File: src/rtl/exynos4412_pkg.sv
// Shared definitions for the Exynos4412 CPU supervisor: state encodings and
// tick-domain (100us) timing constants used by the supervisor and its sequencer.
package exynos4412_pkg;

    typedef enum logic [2:0] {
        ST_IDLE      = 3'd0,
        ST_POWERING  = 3'd1,
        ST_BOOTING   = 3'd2,
        ST_RUNNING   = 3'd3,
        ST_FAULT_OFF = 3'd4,
        ST_SHUTDOWN  = 3'd5,
        ST_LOCKOUT   = 3'd6,
        ST_INVALID   = 3'd7
    } sup_state_t;

    localparam int TIMER_W      = 20;
    localparam int PG_TIMEOUT   = 200;     // 20ms
    localparam int BOOT_TIMEOUT = 300000;  // 30s
    localparam int HB_TIMEOUT   = 20000;   // 2s
    localparam int COOLDOWN     = 200;     // 20ms
    localparam int MAX_RETRIES  = 3;

    // The sequencer needs 10ms to take the rails down in order.
    localparam int SEQ_SHUTDOWN_TICKS = 100;

    function automatic bit cooldown_covers_sequencer(input int cooldown_ticks);
        return cooldown_ticks > SEQ_SHUTDOWN_TICKS;
    endfunction

endpackage

File: src/rtl/sync_edge_detect.sv
// Two-flop synchronizer for an asynchronous input, plus a third flop that
// turns any change of the synchronized level into a one-cycle pulse.
module sync_edge_detect (
    input  logic clk,
    input  logic rst_n,
    input  logic async_in,
    output logic level,
    output logic edge_pulse
);

    logic meta_q;
    logic sync_q;
    logic prev_q;

    // NOTE: non-blocking assignments so each flop samples the previous stage's old value.
    always_ff @(posedge clk or negedge rst_n) begin
        if (!rst_n) begin
            meta_q <= 1'b0;
            sync_q <= 1'b0;
            prev_q <= 1'b0;
        end else begin
            meta_q <= async_in;
            sync_q <= meta_q;
            prev_q <= sync_q;
        end
    end

    assign level      = sync_q;
    assign edge_pulse = sync_q ^ prev_q;

endmodule

File: src/rtl/exynos4412_supervisor.sv
// CPU power supervisor: watches PMIC power-good, heartbeat and shutdown request,
// retries failed power-ups a bounded number of times. Heartbeat supervision is
// built only when EXYNOS_SUPERVISOR_HEARTBEAT_EN is defined.
module exynos4412_supervisor #(
    parameter int TIMER_W      = exynos4412_pkg::TIMER_W,
    parameter int PG_TIMEOUT   = exynos4412_pkg::PG_TIMEOUT,
    parameter int BOOT_TIMEOUT = exynos4412_pkg::BOOT_TIMEOUT,
    parameter int HB_TIMEOUT   = exynos4412_pkg::HB_TIMEOUT,
    parameter int COOLDOWN     = exynos4412_pkg::COOLDOWN,
    parameter int MAX_RETRIES  = exynos4412_pkg::MAX_RETRIES
) (
    input  logic       sysclk,
    input  logic       reset_INV,
    input  logic       tick_100us,
    input  logic       board_enable,
    input  logic       cpu_pmic_pwrgood,
    input  logic       cpu_heartbeat,
    input  logic       cpu_shutdown_req,
    output logic       cpu_enable,
    output logic       cpu_fault,
    output logic [2:0] restart_count,
    output logic [2:0] sup_state
);
    import exynos4412_pkg::*;

    if (!cooldown_covers_sequencer(exynos4412_pkg::COOLDOWN)) begin : g_bad_cooldown
        $error("COOLDOWN must exceed the sequencer shutdown time");
    end

    localparam logic [2:0] RETRY_LIMIT = 3'(MAX_RETRIES);

    sup_state_t         state;
    sup_state_t         next_state;
    logic [TIMER_W-1:0] timer;
    logic [TIMER_W-1:0] limit;
    logic               timeout;
    logic               pg_level;
    logic               sd_level;
    logic               hb_edge;
    logic               stop_req;
    logic               pg_edge_unused;
    logic               sd_edge_unused;

    sync_edge_detect u_pg_sync (
        .clk(sysclk), .rst_n(reset_INV), .async_in(cpu_pmic_pwrgood),
        .level(pg_level), .edge_pulse(pg_edge_unused)
    );

    sync_edge_detect u_sd_sync (
        .clk(sysclk), .rst_n(reset_INV), .async_in(cpu_shutdown_req),
        .level(sd_level), .edge_pulse(sd_edge_unused)
    );

`ifdef EXYNOS_SUPERVISOR_HEARTBEAT_EN
    localparam bit HB_EN = 1'b1;
    logic hb_level_unused;

    sync_edge_detect u_hb_sync (
        .clk(sysclk), .rst_n(reset_INV), .async_in(cpu_heartbeat),
        .level(hb_level_unused), .edge_pulse(hb_edge)
    );
`else
    localparam bit HB_EN = 1'b0;
    logic hb_pin_unused;

    assign hb_pin_unused = cpu_heartbeat;
    assign hb_edge       = 1'b0;
`endif

    always_comb begin
        limit = '0;
        case (state)
            ST_POWERING:              limit = TIMER_W'(PG_TIMEOUT);
            ST_BOOTING:               limit = TIMER_W'(BOOT_TIMEOUT);
            ST_RUNNING:               limit = TIMER_W'(HB_TIMEOUT);
            ST_FAULT_OFF, ST_SHUTDOWN: limit = TIMER_W'(COOLDOWN);
            default:                  limit = '0;
        endcase
    end

    assign timeout  = (timer >= limit);
    assign stop_req = !board_enable || sd_level;

    // NOTE: every output of this block gets a default first so no path leaves it unassigned (no latch).
    always_comb begin
        next_state = state;
        case (state)
            ST_IDLE:
                if (board_enable && !sd_level) next_state = ST_POWERING;
            ST_POWERING:
                if (stop_req)      next_state = ST_SHUTDOWN;
                else if (timeout)  next_state = ST_FAULT_OFF;
                else if (pg_level) next_state = ST_BOOTING;
            ST_BOOTING:
                if (stop_req)                  next_state = ST_SHUTDOWN;
                else if (!HB_EN)               next_state = pg_level ? ST_RUNNING : ST_FAULT_OFF;
                else if (hb_edge)              next_state = ST_RUNNING;  // edge beats a same-cycle timeout
                else if (timeout || !pg_level) next_state = ST_FAULT_OFF;
            ST_RUNNING:
                if (stop_req)                            next_state = ST_SHUTDOWN;
                else if (!pg_level || (HB_EN && timeout)) next_state = ST_FAULT_OFF;
            ST_FAULT_OFF:
                if (timeout) begin
                    if (restart_count > RETRY_LIMIT) next_state = ST_LOCKOUT;
                    else if (board_enable)           next_state = ST_POWERING;
                    else                             next_state = ST_IDLE;
                end
            ST_SHUTDOWN:
                if (timeout) next_state = ST_IDLE;
            ST_LOCKOUT:
                if (!board_enable) next_state = ST_IDLE;
            default:
                next_state = ST_IDLE;
        endcase
    end

    always_ff @(posedge sysclk or negedge reset_INV) begin
        if (!reset_INV) begin
            state         <= ST_IDLE;
            timer         <= '0;
            restart_count <= '0;
            cpu_enable    <= 1'b0;
            cpu_fault     <= 1'b0;
        end else begin
            state <= next_state;

            if (next_state != state || (state == ST_RUNNING && hb_edge)) timer <= '0;
            else if (tick_100us && timer != '1)                          timer <= timer + 1'b1;

            // Cleared on the way into IDLE so the count reads 0 for the whole IDLE stay.
            if (next_state == ST_IDLE)
                restart_count <= '0;
            else if (next_state == ST_FAULT_OFF && state != ST_FAULT_OFF && restart_count != 3'd7)
                restart_count <= restart_count + 3'd1;

            cpu_enable <= (state == ST_POWERING) || (state == ST_BOOTING) || (state == ST_RUNNING);
            cpu_fault  <= (state == ST_LOCKOUT);
        end
    end

    assign sup_state = state;

endmodule

File: config.mk
export PLATFORM = sky130hd
export DESIGN_NAME = exynos4412_supervisor
export DESIGN_NICKNAME = d
export VERILOG_FILES = /design/src/rtl/exynos4412_pkg.sv /design/src/rtl/sync_edge_detect.sv /design/src/rtl/exynos4412_supervisor.sv
export SDC_FILE = /design/constraint.sdc
export NUM_CORES = 1
export LEC_CHECK = 0
export BUFFER_PORTS_ARGS = -buffer_cell sky130_fd_sc_hd__buf_2
export CAP_MARGIN = 20
export CORE_ASPECT_RATIO = 1.2
export CORE_MARGIN = 4
export CORE_UTILIZATION = 35
export CTS_CLUSTER_DIAMETER = 80
export DETAILED_ROUTE_END_ITERATION = 8
export PLACE_DENSITY = 0.49
export SLEW_MARGIN = 0
export SYNTH_ARGS = -nofsm -noshare
export SYNTH_HDL_FRONTEND = slang
export SYNTH_HIERARCHICAL = 1
export SYNTH_SLANG_ARGS = --single-unit
File: constraint.sdc
create_clock -name sysclk -period 4.5 [get_ports sysclk]
set_input_delay 0.225 -clock sysclk [delete_from_list [all_inputs] [get_ports sysclk]]
set_output_delay 0.225 -clock sysclk [all_outputs]
set_load 0.03 [all_outputs]
==> metrics.csv <==
stage,metric,value,unit
placed_design,placed_area,2270,um2
die,initial_core_util,36.49,%
sta,timing.final.crit_period,3.677,ns
sta,final_max_slew_viol_count,0,
sta,final.setup.tns,0,ns
clock_network,cts_buffers,5,
die,num_rows,30,
run_status,status,"finished, final reports clean",
critical_path,ff2ff_setup_slack,0.82,ns
clock_network,cts.repair.resized,0,
clock_network,clk_latency,0.28,ns
finish,drive_above_1_share,12.20,%
critical_path,rr_endpoint,timer[5],
critical_path,path_delay_family,simple AND/OR/NAND/NOR gates,
placed_design,routabilityCongestion,0.8041,
pwr,switchingPower,256.5,uW
global_routing,grt_overflow,0,
placed_design,pre_cts_ws,0.7754,ns
finish,nNetsFinal,269,
clock_network,clk_pin_slew,0.07,ns
route,postRouteAntennaNets,0,
global_routing,grt_max_degree,33,
logic_synthesis,syn_inst,227,
route,vias_per_cell,5.242,
finish,final_area,2360,um2
sta,fmax,271.9,MHz
pwr,powerDensity,331.5,nW/um2
logic_synthesis,synthesis.area,2096,um2
sta,holdWs,0.01351,ns
placed_design,port_buffers,13,
job,maxCapViolCount,0,
route,first_pass_iters,4,
critical_path,slowest_delay,0.76,ns
pwr,vdd_drop_max,0.1210,mV
pwr,clkPwrFrac,29.0,%
die,die_y,92.77,um
finish,finalNonFillerCells,326,
sta,relSlewSlack,34.10,%
logic_synthesis,synth_nets,251,
clock_network,clk_path_buf_depth,2,
route,avgRoutedWirePerCell,14.23,um
route,drt_iter0_drc,44,
route,totalWireLength,4640,um
placed_design,dpl.hpwl,3386,um
clock_network,cts.sinks,32,
critical_path,cp.required,4.66,ns
sta,rsz0062_at_grt,no,
critical_path,r2r_start,sup_state[2],
finish,areaGrowthSynthToFinish,12.60,%
critical_path,cpMostUsedCell,nor3_1,
die,fp.dieW,78.64,um
critical_path,crit_chain,nand2b_1 -> nor2_1 -> inv_1 -> ha_1 -> nand4bb_1 -> nor4_2 -> nor4_1 -> a211oi_1 -> nor3_1 -> o22ai_1 -> buf_4 -> nor3_1,
finish,seqCellArea,800.8,um2
pwr,p_int,525.7,uW
critical_path,crit_buf_inv,2,
route,vias,1709,
route,drcViolationCount,0,
sta,worst_pin_slew,0.9885,ns
clock_network,holdBufCountCts,0,
critical_path,worstPathArrival,3.83,ns
min_path,hold_path_class,primary input to asynchronous set/reset pin,
pwr,swShare,32.79,%
sta,setup_ws,0.8225,ns
clock_network,cts_root_buf,clkbuf_8,
critical_path,worst-setup-path-type,flop to flop,
die,pin_count,15,
pwr,pwr-share-seq,46.9,%
critical_path,worst_setup_path_start_kind,flop,
finish,mostFrequentLayoutCells,"dfrtp_1, nor3_1, ha_1",
sta,skew,0.004173,ns
global_routing,grt_pass1_vias,1666,
critical_path,worst-path-max-fanout,11,
global_routing,antenna_found_initial,0,
placed_design,dp.cells,318,
sta,hold_violations,0,
finish,layout_commonest_cell,dfrtp_1,
finish,multiInputGateArea,1221,um2
die,die_area,7295,um2
clock_network,cts_tree,done,
finish,nFillCells,607,
logic_synthesis,post_synth.cell_area_avg,9.232,um2
global_routing,grt_pass1_wl,8017,um
sta,finalCritPeriodShare,81.72,%
clock_network,htreeDepth,2,
finish,diodes,0,
finish,finish.utilization,41.09,%
critical_path,r2r_cells,12,
global_routing,track_usage,14.02,%
critical_path,endpoint_kind,flop,
pwr,leakage,1.092,nW
pwr,finalPower,782.2,uW
die,core,5743,um2
clock_network,cts_setup_buffers,0,
pwr,comb_power_share,24.1,%
logic_synthesis,ys_warn_count,6,
sta,finalSetupViolCount,0,
critical_path,cp_slowest_cell,o22ai_1,
-- worst max path at each step --
stage                  from               end  slack [ns]  cells past startpoint
6_report       sup_state[2]          timer[5]        0.82                     12
5_1_grt        sup_state[2]          timer[6]        0.39                     12
4_1_cts        sup_state[2]          timer[5]        0.76                     12
3_5_place_dp   sup_state[2]          timer[5]        0.78                     12
3_3_place_gp   sup_state[2]          timer[1]        0.80                     12
2_1_floorplan  sup_state[2]  restart_count[1]        1.17                     13
-- power by group through the flow --
| stage | Combinational (mW) | Sequential [mW] | Clock, mW |
|---|---|---|---|
| 6_report | 0.188 | 0.367 | 0.227 |
| 2_1_floorplan | 0.120 | 0.384 | 0 |
| 4_1_cts | 0.192 | 0.367 | 0.238 |
| 3_5_place_dp | 0.191 | 0.372 | 0 |
| 3_3_place_gp | 0.189 | 0.372 | 0 |
| 5_1_grt | 0.215 | 0.372 | 0.248 |
-- state kept, by name, indices dropped and copies added, names as in the netlist --
name / flops
u_sd_sync/level: 1
u_sd_sync/meta_q: 1
cpu_fault: 1
restart_count: 3
cpu_enable: 1
u_pg_sync/level: 1
sup_state: 3
timer: 20
u_pg_sync/meta_q: 1
-- area by class of cell --
class | count | area share, %
Sequential cell | 32 | 33.93
Clock buffer | 8 | 3.818
Tap cell | 80 | 4.242
Multi-Input combinational cell | 176 | 51.75
Inverter | 12 | 1.909
Timing Repair Buffer | 18 | 4.348
-- per-layer routing --
| metal | up-vias | wire, um | GRT usage [%] |
|---|---|---|---|
| li1 | 863 | - | - |
| met1 | 814 | 2247 | 18.46 |
| met2 | 26 | 2176 | 22.45 |
| met3 | 6 | 142 | 2.918 |
| met4 | 0 | 73 | 5.248 |
| met5 | - | 0 | 0 |
Power figures use the tool's default switching activity.
